### src/rtl/ahb_to_apb.sv
// AHB-Lite slave to APB master bridge: each AHB beat becomes one APB SETUP/ACCESS
// transfer, with one AHB wait state minimum plus one per cycle of pready_i low.
module ahb_to_apb #(
  parameter int ADDR_WIDTH   = 32,
  parameter int HBURST_WIDTH = 3,
  parameter int HPROT_WIDTH  = 4,
  parameter int DATA_WIDTH   = 32
) (
  input  logic                    hclk_i,
  input  logic                    hresetn_i,
  input  logic                    pclk_i,
  input  logic                    presetn_i,
  input  logic [ADDR_WIDTH-1:0]   haddr_i,
  input  logic [HBURST_WIDTH-1:0] hburst_i,
  input  logic                    hmastlock_i,
  input  logic                    hsel_i,
  input  logic [HPROT_WIDTH-1:0]  hprot_i,
  input  logic [2:0]              hsize_i,
  input  logic                    hnonsec_i,
  input  logic                    hexcl_i,
  input  logic                    hmaster_i,
  input  logic [1:0]              htrans_i,
  input  logic [DATA_WIDTH-1:0]   hwdata_i,
  input  logic [DATA_WIDTH/8-1:0] hwstrb_i,
  input  logic                    hwrite_i,
  output logic [DATA_WIDTH-1:0]   hrdata_o,
  output logic                    hready_o,
  output logic                    hreadyout_o,
  output logic                    hresp_o,
  output logic                    hexokay_o,
  output logic [ADDR_WIDTH-1:0]   paddr_o,
  output logic                    psel_o,
  output logic                    penabe_o,
  output logic [DATA_WIDTH-1:0]   pwdata_o,
  input  logic [DATA_WIDTH-1:0]   prdata_i,
  input  logic                    pready_i
);

  typedef enum logic [1:0] {
    ST_IDLE   = 2'd0,
    ST_SETUP  = 2'd1,
    ST_ACCESS = 2'd2
  } state_e;

  state_e                  state_q, state_d;
  logic [ADDR_WIDTH-1:0]   paddr_q, paddr_d;
  logic [DATA_WIDTH-1:0]   pwdata_q, pwdata_d;
  logic                    write_q, write_d;
  logic                    psel_q, psel_d;
  logic                    penable_q, penable_d;
  logic                    accept;

  // Sideband qualifiers and the APB clock/reset aliases carry no function here;
  // bursts are split into independent APB transfers.
  logic unused_inputs;
  assign unused_inputs = ^{pclk_i, presetn_i, hburst_i, hmastlock_i, hprot_i, hsize_i,
                           hnonsec_i, hexcl_i, hmaster_i, hwstrb_i, htrans_i[0]};

  // Ready is low for the whole SETUP cycle, then follows the APB slave in ACCESS.
  always_comb begin
    unique case (state_q)
      ST_SETUP:  hready_o = 1'b0;
      ST_ACCESS: hready_o = pready_i;
      default:   hready_o = 1'b1;
    endcase
  end

  // NONSEQ and SEQ both have htrans[1] set; IDLE and BUSY do not.
  assign accept = hsel_i && htrans_i[1] && hready_o;

  // NOTE: every always_comb output gets a default first so no path can infer a latch.
  always_comb begin
    state_d  = state_q;
    paddr_d  = paddr_q;
    pwdata_d = pwdata_q;
    write_d  = write_q;
    unique case (state_q)
      ST_IDLE: begin
        if (accept) begin
          state_d = ST_SETUP;
          paddr_d = haddr_i;
          write_d = hwrite_i;
        end
      end
      ST_SETUP: begin
        state_d = ST_ACCESS;
        if (write_q) pwdata_d = hwdata_i;
      end
      ST_ACCESS: begin
        if (pready_i) begin
          if (accept) begin
            state_d = ST_SETUP;
            paddr_d = haddr_i;
            write_d = hwrite_i;
          end else begin
            state_d = ST_IDLE;
          end
        end
      end
      default: state_d = ST_IDLE;
    endcase
    psel_d    = (state_d != ST_IDLE);
    penable_d = (state_d == ST_ACCESS);
  end

  // NOTE: sequential state uses non-blocking assignments so every flop samples pre-edge values.
  always_ff @(posedge hclk_i or negedge hresetn_i) begin
    if (!hresetn_i) begin
      state_q   <= ST_IDLE;
      paddr_q   <= '0;
      pwdata_q  <= '0;
      write_q   <= 1'b0;
      psel_q    <= 1'b0;
      penable_q <= 1'b0;
    end else begin
      state_q   <= state_d;
      paddr_q   <= paddr_d;
      pwdata_q  <= pwdata_d;
      write_q   <= write_d;
      psel_q    <= psel_d;
      penable_q <= penable_d;
    end
  end

  assign paddr_o     = paddr_q;
  assign pwdata_o    = pwdata_q;
  assign psel_o      = psel_q;
  assign penabe_o    = penable_q;
  assign hrdata_o    = (penable_q && !write_q) ? prdata_i : '0;
  assign hreadyout_o = hready_o;
  assign hresp_o     = 1'b0;
  assign hexokay_o   = 1'b0;

endmodule

### config.mk
export PLATFORM = sky130hd
export DESIGN_NAME = ahb_to_apb
export DESIGN_NICKNAME = d
export VERILOG_FILES = /design/src/rtl/ahb_to_apb.sv
export SDC_FILE = /design/constraint.sdc
export NUM_CORES = 1
export LEC_CHECK = 0
export ABC_AREA = 1
export CAP_MARGIN = 30
export CORE_AREA = 5 5 101 103
export CTS_CLUSTER_SIZE = 8
export DETAILED_ROUTE_END_ITERATION = 7
export DIE_AREA = 0 0 106 108
export MAX_ROUTING_LAYER = met4
export PLACE_DENSITY = 0.82
export SETUP_SLACK_MARGIN = 0.15
export SYNTH_ARGS = -nofsm -noshare
export SYNTH_HDL_FRONTEND = slang
export SYNTH_SLANG_ARGS = --single-unit
### constraint.sdc
create_clock -name hclk_i -period 1.35 [get_ports hclk_i]
set_input_delay 0.27 -clock hclk_i [delete_from_list [all_inputs] [get_ports hclk_i]]
set_output_delay 0.27 -clock hclk_i [all_outputs]
set_load 0.02 [all_outputs]
==> results.py <==
metrics = {
    "hold_path": {
        "hp-class": "input port to async pin",
    },
    "yosys": {
        "ys_seq_area_share_pct": 56.3,
        "synth_compound_area_share_pct": 5.51,
        "ys.warnings.count": 0,
        "yosys.area_share.simple_pct": 24.5,
        "synth_top_family_by_area": "simple AND/OR/NAND/NOR gates",
        "yosys.area_share.xor_xnor_pct": 0,
        "ys_ff_latch": 69,
        "netlist_area_um2": 3070,
        "synthMuxAreaShare_pct": 0,
        "synthAdderAreaFrac_pct": 0,
        "synth_area_per_cell_um2": 8.31,
        "yosysUniqueCellTypes": 14,
        "netlist_instances": 369,
    },
    "power": {
        "pwr_density_cell_nw_per_um2": 1510,
        "ir_drop_mv": 1.28,
        "p_leak_uw": 0.00354,
        "power_uw": 10600,
    },
    "global_routing": {
        "grt_max_degree": 29,
        "grt_pass1_vias": 3365,
        "grt_overflow": 0,
        "grt_pass1_wl_mm": 18.1,
        "antenna_found_initial": 1,
        "grt_usage_pct": 20.9,
    },
    "layout": {
        "layout-drive-gt1-share_pct": 53.7,
        "design_area_um2": 7030,
        "fill_cells": 537,
        "stdcell_count": 760,
        "synthToLayoutAreaGrowth_pct": 129,
        "nNetsFinal": 766,
    },
    "clock_tree": {
        "cts_made_buffers": 9,
        "cts_root_buf": "clkbuf_8",
        "clockBufferDepth": 2,
        "path_clk_slew_ns": 0.08,
        "cts_num_sinks": 69,
        "cts_tree": "done",
        "clkLatencyLatePin_ns": 0.34,
        "cts_max_level": 3,
    },
    "worst_setup_path": {
        "cp_slowest_stage_delay_ns": 0.39,
        "reg2reg_slack_ns": -0.05,
        "cp_cell_sequence": "inv_2, nand2_8, buf_12, nor2_4, buf_6",
        "crit_fanout": 9,
        "ff2ff_path_depth": 7,
        "r2r-end": "pwdata_o[22]$_DFFE_PN0P_",
        "end_kind": "primary output",
        "crit_required_ns": 1.08,
        "r2r-start": "state_q[1]$_DFF_PN0_",
        "critPathKind": "flip-flop to primary output",
        "critical-path-slowest-cell": "dfrtp_1",
        "critPathLaunchType": "flip-flop",
        "crit_arrival_ns": 1.33,
    },
    "timing": {
        "period_needed_ns": 1.60,
        "rsz0062_at_grt": "yes",
        "finalHoldViolCount": 0,
        "worst_hold_slack_ns": 0.432,
        "setup_viol": 77,
        "finalCritPeriodShare_pct": 118,
        "fmax_ghz": 0.627,
        "fin_skew_ns": 0.00640,
        "fin_ws_ns": -0.246,
        "slew_viol_final": 0,
    },
    "placement": {
        "post-dp-hpwl_mm": 8.43,
        "placed_cells": 678,
        "gp_congestion": 0.853,
        "place_area_um2": 5570,
        "io_buffers": 201,
    },
    "floorplanning": {
        "initial_utilization_pct": 33.7,
        "io_pins": 225,
        "dieArea_um2": 11400,
        "num_rows": 35,
        "die_w_um": 106,
        "die_h_um": 108,
        "core_um2": 9110,
    },
    "run": {
        "drv_cap": 0,
    },
    "drt": {
        "wl_per_cell_um": 18.4,
        "vias": 3677,
        "via_per_inst": 4.84,
        "ant_nets": 0,
        "drt_iter0_drc": 137,
        "firstDrtPassIters": 4,
        "wirelength_mm": 14.0,
        "drc": 0,
    },
    "run_status": {
        "violations": "negative setup slack",
        "status": "finished with violations",
    },
}
## critical path: cells and delay by family (launching register included)
| kind | cells | cell delay (ns) |
|---|---|---|
| flip-flops | 1 | 0.39 |
| buffers and inverters | 3 | 0.40 |
| AND/OR/NAND/NOR | 2 | 0.20 |
## cell usage after synthesis (all sizes together)
cell type / n / share of area [%]
buf: 24 / 4.8
conb: 1 / 0.12
dfrtp: 69 / 56
inv: 72 / 8.8
nand2: 103 / 13
nand3: 2 / 1.1
nand4: 33 / 6.7
nor2: 32 / 3.9
o21ai: 33 / 5.5
## flip-flops by register name, summed over array words and instances (netlist names)
| register | count |
|---|---|
| penabe_o | 1 |
| pwdata_o | 32 |
| psel_o | 1 |
| write_q | 1 |
| paddr_o | 32 |
| state_q | 2 |
## how the worst max path moves through the flow
stage,startpoint,to,slack (ns)
global route,write_q$_DFFE_PN0P_,hrdata_o[19],-0.29
floorplan,penabe_o$_DFF_PN0_,hrdata_o[10],0.12
detailed placement,pready_i,hready_o,-0.56
CTS,write_q$_DFFE_PN0P_,hrdata_o[3],-0.26
finish,write_q$_DFFE_PN0P_,hrdata_o[19],-0.25
global placement,pready_i,hready_o,-0.50
## per-stage QoR
stage | util [%] | worst slack (ns) | setup TNS (ns)
4_1_cts | 62.7 | -0.256 | -7.19
5_1_grt | 77.1 | -0.294 | -12.76
6_report | 77.1 | -0.246 | -7.89
3_3_place_gp | 61.1 | -0.503 | -26.91
3_5_place_dp | 61.1 | -0.559 | -29.50
2_1_floorplan | - | 0.120 | 0
## kinds of logic (layout without fill, tap and decap cells)
logic type / count (synthesis) / after routing
AO/OA/AOI/OAI: 33 / 33
buffers and inverters: 96 / 373
flip-flops: 69 / 69
other: 1 / 3
AND/OR/NAND/NOR: 170 / 171
## final cells by class
| class | count | area, um2 | share of cell area [%] |
|---|---|---|---|
| well taps | 111 | 139 | 1.98 |
| inverters | 72 | 273 | 3.88 |
| clock buffers | 11 | 141 | 2.01 |
| flip-flops and latches | 69 | 1730 | 24.6 |
| clock inverters | 5 | 83.8 | 1.19 |
| multi-input cells | 206 | 1700 | 24.2 |
| repair buffers | 285 | 2960 | 42.1 |
| diodes | 1 | 2.50 | 0.0356 |
## metal layers
layer,share of wire [%],global-route usage (%),vias up
met1,38,25.6,1780
met5,0,-,-
met2,53,34.3,194
met4,1.9,6.48,0
met3,7.3,5.01,19
li1,-,-,1684
## power breakdown
part / switching [uW] / internal (uW)
registers: 614 / 2760
clock network: 829 / 1100
logic: 2620 / 2670
## what timing repair did
action | in CTS | in global routing
buffers inserted | 6 | 42
endpoints found under the hold margin | 24 | 0
endpoints found under the setup margin | 139 | 134
pin swaps | 2 | 8
resized for setup | 489 | 215
hold buffers | 1 | 0
gates cloned | 3 | 13
## cell usage in the layout, fill, tap and decap left out, types with 2 or more instances in the layout
| cell | n |
|---|---|
| buf_12 | 11 |
| buf_2 | 35 |
| buf_4 | 53 |
| buf_6 | 71 |
| bufbuf_16 | 2 |
| bufinv_16 | 2 |
| clkbuf_16 | 10 |
| clkbuf_8 | 10 |
| clkdlybuf4s50_1 | 99 |
| clkinvlp_4 | 2 |
| conb_1 | 2 |
| dfrtp_1 | 68 |
| inv_1 | 67 |
| inv_2 | 4 |
| nand2_1 | 18 |
| nand2_2 | 43 |
| nand2_4 | 41 |
| nand3_4 | 3 |
| nand4_1 | 33 |
| nor2_4 | 31 |
| o21ai_1 | 10 |
| o21ai_2 | 22 |
Power figures use the tool's default switching activity.
